## src/rtl/spiflash_rdcache_pkg.sv

```systemverilog
// Shared types and address-field constants for the spimemio read cache.
package spiflash_rdcache_pkg;

  // spimemio decodes 16 MiB of flash; everything above bit 23 is ignored.
  localparam int FLASH_ADDR_W = 24;
  localparam int WORD_LSB     = 2;
  localparam int WORD_ADDR_W  = FLASH_ADDR_W - WORD_LSB;
  localparam int DATA_W       = 32;

  typedef enum logic [1:0] {
    IDLE = 2'd0,
    FILL = 2'd1,
    RESP = 2'd2
  } state_e;

  // Tag width left over once word-in-line and line index are removed.
  function automatic int tag_w(input int lines, input int line_words);
    return WORD_ADDR_W - $clog2(lines) - $clog2(line_words);
  endfunction

endpackage

```

## src/rtl/spiflash_rdcache_mem.sv

```systemverilog
// Tag and data storage for the read cache: one write port, registered data
// read. The tag is looked up combinationally so that the hit decision can be
// made in the request cycle and the ack still lands exactly one cycle later.
module spiflash_rdcache_mem
  import spiflash_rdcache_pkg::*;
#(
  parameter int IDX_W = 4,
  parameter int OFF_W = 2,
  parameter int TAG_W = 16
) (
  input  logic              clk,
  input  logic              rst,
  input  logic [IDX_W-1:0]  rd_idx,
  input  logic [OFF_W-1:0]  rd_word,
  output logic [TAG_W-1:0]  rd_tag,
  output logic [DATA_W-1:0] rd_data,
  input  logic              wr_en,
  input  logic [IDX_W-1:0]  wr_idx,
  input  logic [OFF_W-1:0]  wr_word,
  input  logic [DATA_W-1:0] wr_data,
  input  logic              tag_we,
  input  logic [TAG_W-1:0]  wr_tag
);

  logic [DATA_W-1:0] data_mem [2**(IDX_W+OFF_W)];
  logic [TAG_W-1:0]  tag_mem  [2**IDX_W];
  logic [DATA_W-1:0] rd_data_d;
  logic [DATA_W-1:0] rd_data_q;

  assign rd_data_d = data_mem[{rd_idx, rd_word}];
  assign rd_tag    = tag_mem[rd_idx];
  assign rd_data   = rd_data_q;

  // Array writes: fill words as they arrive, tag once the line is complete.
  always_ff @(posedge clk) begin
    if (wr_en) data_mem[{wr_idx, wr_word}] <= wr_data;
    if (tag_we) tag_mem[wr_idx] <= wr_tag;
  end

  // Registered read port; it doubles as the CPU read-data register.
  always_ff @(posedge clk or posedge rst) begin
    if (rst) rd_data_q <= '0;
    else     rd_data_q <= rd_data_d;
  end

endmodule

```

## src/rtl/spiflash_rdcache.sv

```systemverilog
// Direct-mapped read-only line cache between the CPU Wishbone bus and the
// spimemio flash slave. Misses fetch a whole line as consecutive word reads so
// spimemio can stream every word after the first without a new command.
module spiflash_rdcache
  import spiflash_rdcache_pkg::*;
#(
  parameter int LINES      = 16,
  parameter int LINE_WORDS = 4
) (
  input  logic        wb_clk_i,
  input  logic        wb_rst_i,
  input  logic [31:0] s_wb_adr_i,
  input  logic        s_wb_cyc_i,
  input  logic        s_wb_stb_i,
  input  logic        s_wb_we_i,
  output logic [31:0] s_wb_dat_o,
  output logic        s_wb_ack_o,
  input  logic        inv_i,
  output logic [31:0] m_wb_adr_o,
  output logic        m_wb_cyc_o,
  output logic        m_wb_stb_o,
  input  logic [31:0] m_wb_dat_i,
  input  logic        m_wb_ack_i
);

  localparam int OFF_W   = $clog2(LINE_WORDS);
  localparam int IDX_W   = $clog2(LINES);
  localparam int TAG_W   = tag_w(LINES, LINE_WORDS);
  localparam int IDX_LSB = WORD_LSB + OFF_W;
  localparam int TAG_LSB = IDX_LSB + IDX_W;

  state_e                 state_q, state_d;
  logic [WORD_ADDR_W-1:0] fill_addr_q, fill_addr_d;
  logic [OFF_W-1:0]       cnt_q, cnt_d;
  logic                   inv_seen_q, inv_seen_d;
  logic [LINES-1:0]       valid_q, valid_d;
  logic                   ack_q, ack_d;

  logic [OFF_W-1:0] req_word;
  logic [IDX_W-1:0] req_idx;
  logic [TAG_W-1:0] req_tag;
  logic [IDX_W-1:0] fill_idx;
  logic [TAG_W-1:0] fill_tag;
  logic [TAG_W-1:0] rd_tag;
  logic [31:0]      rd_data;
  logic             s_req;
  logic             hit;
  logic             last_word;
  logic             mem_we;
  logic             tag_we;
  logic             unused_adr;

  assign req_word   = s_wb_adr_i[IDX_LSB-1:WORD_LSB];
  assign req_idx    = s_wb_adr_i[TAG_LSB-1:IDX_LSB];
  assign req_tag    = s_wb_adr_i[FLASH_ADDR_W-1:TAG_LSB];
  assign unused_adr = ^{s_wb_adr_i[31:FLASH_ADDR_W], s_wb_adr_i[WORD_LSB-1:0]};

  assign fill_idx  = fill_addr_q[OFF_W+IDX_W-1:OFF_W];
  assign fill_tag  = fill_addr_q[WORD_ADDR_W-1:OFF_W+IDX_W];

  // The ack mask keeps a request from being seen twice during its ack cycle.
  assign s_req     = s_wb_cyc_i & s_wb_stb_i & ~ack_q;
  assign hit       = valid_q[req_idx] & (rd_tag == req_tag);
  assign last_word = (cnt_q == {OFF_W{1'b1}});

  // The CPU read index is always taken from the bus; Wishbone holds the address
  // stable until ack, so it also selects the right word after a fill.
  spiflash_rdcache_mem #(
    .IDX_W (IDX_W),
    .OFF_W (OFF_W),
    .TAG_W (TAG_W)
  ) u_mem (
    .clk     (wb_clk_i),
    .rst     (wb_rst_i),
    .rd_idx  (req_idx),
    .rd_word (req_word),
    .rd_tag  (rd_tag),
    .rd_data (rd_data),
    .wr_en   (mem_we),
    .wr_idx  (fill_idx),
    .wr_word (cnt_q),
    .wr_data (m_wb_dat_i),
    .tag_we  (tag_we),
    .wr_tag  (fill_tag)
  );

  // FSM state register; reset drops the flash cycle immediately.
  always_ff @(posedge wb_clk_i or posedge wb_rst_i) begin
    if (wb_rst_i) state_q <= IDLE;
    else          state_q <= state_d;
  end

  // Next state: a read miss opens a fill, the last flash ack closes it.
  always_comb begin
    state_d = state_q;
    case (state_q)
      IDLE:    if (s_req && !s_wb_we_i && !hit) state_d = FILL;
      FILL:    if (m_wb_ack_i && last_word) state_d = RESP;
      RESP:    state_d = IDLE;
      default: state_d = IDLE;
    endcase
  end

  // FSM outputs: master cycle spans the whole line, array writes follow acks.
  always_comb begin
    m_wb_cyc_o = (state_q == FILL);
    m_wb_stb_o = (state_q == FILL);
    mem_we     = (state_q == FILL) && m_wb_ack_i;
    tag_we     = (state_q == FILL) && m_wb_ack_i && last_word;
  end

  // Datapath next values: line base latch, address stepping, valid bits, ack.
  always_comb begin
    fill_addr_d = fill_addr_q;
    cnt_d       = cnt_q;
    inv_seen_d  = inv_seen_q;
    valid_d     = valid_q;
    ack_d       = 1'b0;
    case (state_q)
      IDLE: begin
        if (s_req) begin
          if (s_wb_we_i || hit) begin
            ack_d = 1'b1;
          end else begin
            fill_addr_d = {req_tag, req_idx, {OFF_W{1'b0}}};
            cnt_d       = '0;
            inv_seen_d  = 1'b0;
          end
        end
      end
      FILL: begin
        if (inv_i) inv_seen_d = 1'b1;
        if (m_wb_ack_i) begin
          // Stepping by one word matches spimemio's rd_addr+4, so the stream continues.
          fill_addr_d = fill_addr_q + WORD_ADDR_W'(1);
          cnt_d       = cnt_q + OFF_W'(1);
          if (last_word && !inv_seen_q && !inv_i) valid_d[fill_idx] = 1'b1;
        end
      end
      RESP: begin
        // The CPU may have abandoned the cycle during the fill; ack only if still waiting.
        ack_d = s_req;
      end
      default: ;
    endcase
    // The hit decision above used the old valid bits, so a simultaneous hit is still served.
    if (inv_i) valid_d = '0;
  end

  // Datapath registers.
  always_ff @(posedge wb_clk_i or posedge wb_rst_i) begin
    if (wb_rst_i) begin
      fill_addr_q <= '0;
      cnt_q       <= '0;
      inv_seen_q  <= 1'b0;
      valid_q     <= '0;
      ack_q       <= 1'b0;
    end else begin
      fill_addr_q <= fill_addr_d;
      cnt_q       <= cnt_d;
      inv_seen_q  <= inv_seen_d;
      valid_q     <= valid_d;
      ack_q       <= ack_d;
    end
  end

  assign s_wb_ack_o = ack_q;
  assign s_wb_dat_o = rd_data;
  assign m_wb_adr_o = {{(32-FLASH_ADDR_W){1'b0}}, fill_addr_q, 2'b00};

endmodule

```

## config.mk

```make
export PLATFORM = sky130hd
export DESIGN_NAME = spiflash_rdcache
export DESIGN_NICKNAME = d
export VERILOG_FILES = /design/src/rtl/spiflash_rdcache_pkg.sv /design/src/rtl/spiflash_rdcache_mem.sv /design/src/rtl/spiflash_rdcache.sv
export SDC_FILE = /design/constraint.sdc
export NUM_CORES = 2
export LEC_CHECK = 0
export ABC_CLOCK_PERIOD_IN_PS = 4200
export BUFFER_PORTS_ARGS = -buffer_cell sky130_fd_sc_hd__buf_2
export CAP_MARGIN = 20
export CORE_MARGIN = 3
export CORE_UTILIZATION = 50
export CTS_CLUSTER_DIAMETER = 100
export DETAILED_ROUTE_END_ITERATION = 12
export PLACE_DENSITY = 0.8
export SLEW_MARGIN = 5
export SYNTH_ARGS = -nofsm -noshare
export SYNTH_HDL_FRONTEND = slang
export SYNTH_HIERARCHICAL = 1
export SYNTH_SLANG_ARGS = --single-unit
```

## constraint.sdc

```tcl
create_clock -name wb_clk_i -period 4.2 [get_ports wb_clk_i]
set_clock_uncertainty 0.2 [all_clocks]
set_input_delay 0.42 -clock wb_clk_i [delete_from_list [all_inputs] [get_ports wb_clk_i]]
set_output_delay 0.42 -clock wb_clk_i [all_outputs]
set_load 0.1 [all_outputs]
```

==> summary.txt <==
Yosys cell types: 63
Total GRT Usage: 25.6%
Wl on met1: 80,300 microns
Pwr per Cell Area: 510 nW/um^2
Worst Path Arrival: 4270 ps
Vias in the first global route: 48.1k
Clock root cell: clkbuf_16
Routed vias: 46.8k
Antenna violations before repair: 6
Crit. End Element: flip-flop
Synth Area in Compound Gates: 2.35%
Post-synth top cells: edfxtp_1 (2,304), mux4_2 (619), nor2_1 (150)
DR top layer: met5
Reg2Reg Depth: 10
Max IR drop VDD: 547 uV
XOR/XNOR Fraction of Synth Area: 0.153%
Dpl cell area: 96,600 sq um
Clk_lat worst skew: 840 ps
RSZ-0062 raised after global routing: no
Final wirelength: 240,000 microns
Max-cap violations: 0
Synth Flop Type: edfxtp_1
Max Slew Vio Count: 0
Core Area: 181,000 sq um
Worst-Margin Slew: 1160 ps
DRC viols: 0
Tot Pwr: 53.6 mW
WL met3: 29,900 microns
Reg clk slew, reported paths: 60 ps
Critical Path Source Type: flip-flop
Dpl hpwl: 123,000 microns
DR WL/cell: 34.3 microns
Hold depth: 4
Fin util: 58.0%
Met2 routed WL: 118,000 microns
HP Class: in2reg
Design Area, Final: 105,000 sq um
# IOs: 138
DR pass1 iterations: 6
Number of synthesized flops with an enable pin: 2,304
Fin crit share: 90.5%
First-pass GRT wire length: 345,000 microns
H-tree depth: 4
Fmax: 263 MHz
Count leader, synth: edfxtp_1
Critical Path Source: u_mem/tag_mem[15][4]
Post-synthesis mux area share: 16.6%
P&R area growth vs syn: 14.9%
Asr flop ratio synth: 3.19%
Mean Syn Cell Area: 22.7 sq um
Req. time, crit path: 4670 ps
Die Area: 188,000 sq um
Yosys reg bits: 2,380
Vias/cell: 6.70
Clock Path Buffers: 3
Cell area after synthesis: 91,500 sq um
# setup viols final: 0
Simple-gate area share of the yosys netlist: 1.72%
Initial drt markers: 6,990
Placer Congestion: 0.866
Cell taking the most area after synthesis: edfxtp_1
Fin nets: 4,495
Die Y-Extent: 434 microns
Largest family of logic cells by synthesized area: multiplexers
Total grt overflow: 0
Share of cells above drive strength 1: 30.5%
Effective utilization at floorplan: 50.4%
Seq/Total Area, Yosys: 77.7%
Sink Count: 2,380
Filler cells: 12.0k
Largest net degree at the start of global routing: 77
CTS tree: yes
Final ANT Viol Nets: 0
Rows: 156
Final hold vios: 0
Crit path kind: reg2reg
Critical R2R Launch: u_mem/tag_mem[15][4]
Fin crit period: 3800 ps
Adder-cell share of the synthesized area: 0.0274%
Post-Syn Instances: 4,022
Relative slew margins: 23.0%
Cts bufs inserted: 214
P_leak: 33.4 nW
Synth top area share: 75.6%
Largest cells by area after synthesis: edfxtp_1 (76%), mux4_2 (15%), dfrtp_1 (2.1%)
Hold_sp: s_wb_adr_i[5]
YS warnings: 6
Setup Buffers After CTS: 0
Port bufs: 117
Critical path fanouts, max: 4
Run status: completed
Die W: 434 microns
-- layer usage --
metal	vias up	global-route usage [%]
met1	24300	33.4
met5	-	0
met3	706	6.40
met4	2	11.0
li1	17900	-
met2	3821	41.3
-- power breakdown --
group | internal (mW) | switching (mW) | leakage, nW
registers | 27.0 | 0.751 | 21.6
logic | 1.54 | 3.87 | 8.14
clock network | 11.7 | 8.74 | 3.61
-- sequential cells by signal (all words and copies together) (netlist names) --
register,cells
fill_addr_q,22
cnt_q,2
u_mem/data_mem,2048
u_mem/tag_mem,256
inv_seen_q,1
valid_q,16
s_wb_ack_o,1
state_q,2
u_mem/rd_data,32
-- repair_timing --
item	4_1_cts	5_1_grt
endpoints found under the hold margin	129	1017
hold buffers	26	26
setup endpoints to repair	0	0
gates resized for setup	0	0
-- through the flow --
stage | setup slack [ps] | hold WS [ps] | setup TNS (ps) | instances
after global routing | 294 | 50.8 | 0 | 6983
after detailed placement | -8.08 | 283 | -14.5 | 6497
after global placement | 1.03 | 277 | 0 | 6496
final | 400 | 62.0 | 0 | 6983
after CTS | 423 | 12.4 | 0 | 6927
after floorplan | 454 | 262 | 0 | 4031
-- logic make-up (layout without fill, tap and decap cells) --
group,count (synthesis),in the layout
AO/OA/AOI/OAI,305,305
AND/OR/NAND/NOR,334,334
other,1,13
buffers and inverters,240,819
XOR/XNOR,16,16
multiplexers,744,744
adder cells (fa/ha/maj),2,2
flip-flops,2380,2380
-- critical path: stages, from the launching register on --
cell and delay [ps]:
edfxtp_1 370, mux4_2 480, mux4_2 490, xor2_1 170, nor4_1 570, buf_4 220, and4_1 210, buf_4 160
o311a_1 140, o21ai_0 60, dlygate4sd3_1 560
-- layout by cell type, fill, tap and decap left out, types with 51 or more instances in the layout --
master / count
clkbuf_16: 216
a21oi_1: 69
mux2i_1: 109
dlygate4sd3_1: 52
nor2_1: 87
buf_4: 154
clkbuf_1: 51
mux4_2: 619
buf_12: 82
nor2_4: 63
edfxtp_1: 2304
dfrtp_1: 76
buf_2: 111
a22oi_1: 110
-- cell type report --
class | count | area, sq um | area share (%)
flip-flops and latches | 2380 | 71100 | 67.6
clock inverters | 120 | 1550 | 1.48
multi-input cells | 1411 | 19700 | 18.7
diodes | 3 | 7.51 | 0.00714
repair buffers | 403 | 3930 | 3.74
clock buffers | 284 | 5830 | 5.55
inverters | 12 | 45.0 | 0.0429
well taps | 2370 | 2970 | 2.82
-- final timing paths --
path	end	slack, ps
hold / removal	fill_addr_q[3]	60
min in group asynchronous	fill_addr_q[4]	250
setup / recovery	state_q[0]	400
hold reg to reg	valid_q[12]	290
setup reg to reg	state_q[0]	400
max in group asynchronous	u_mem/rd_data[28]	2740
No activity file was read; power rests on OpenSTA's default activity.
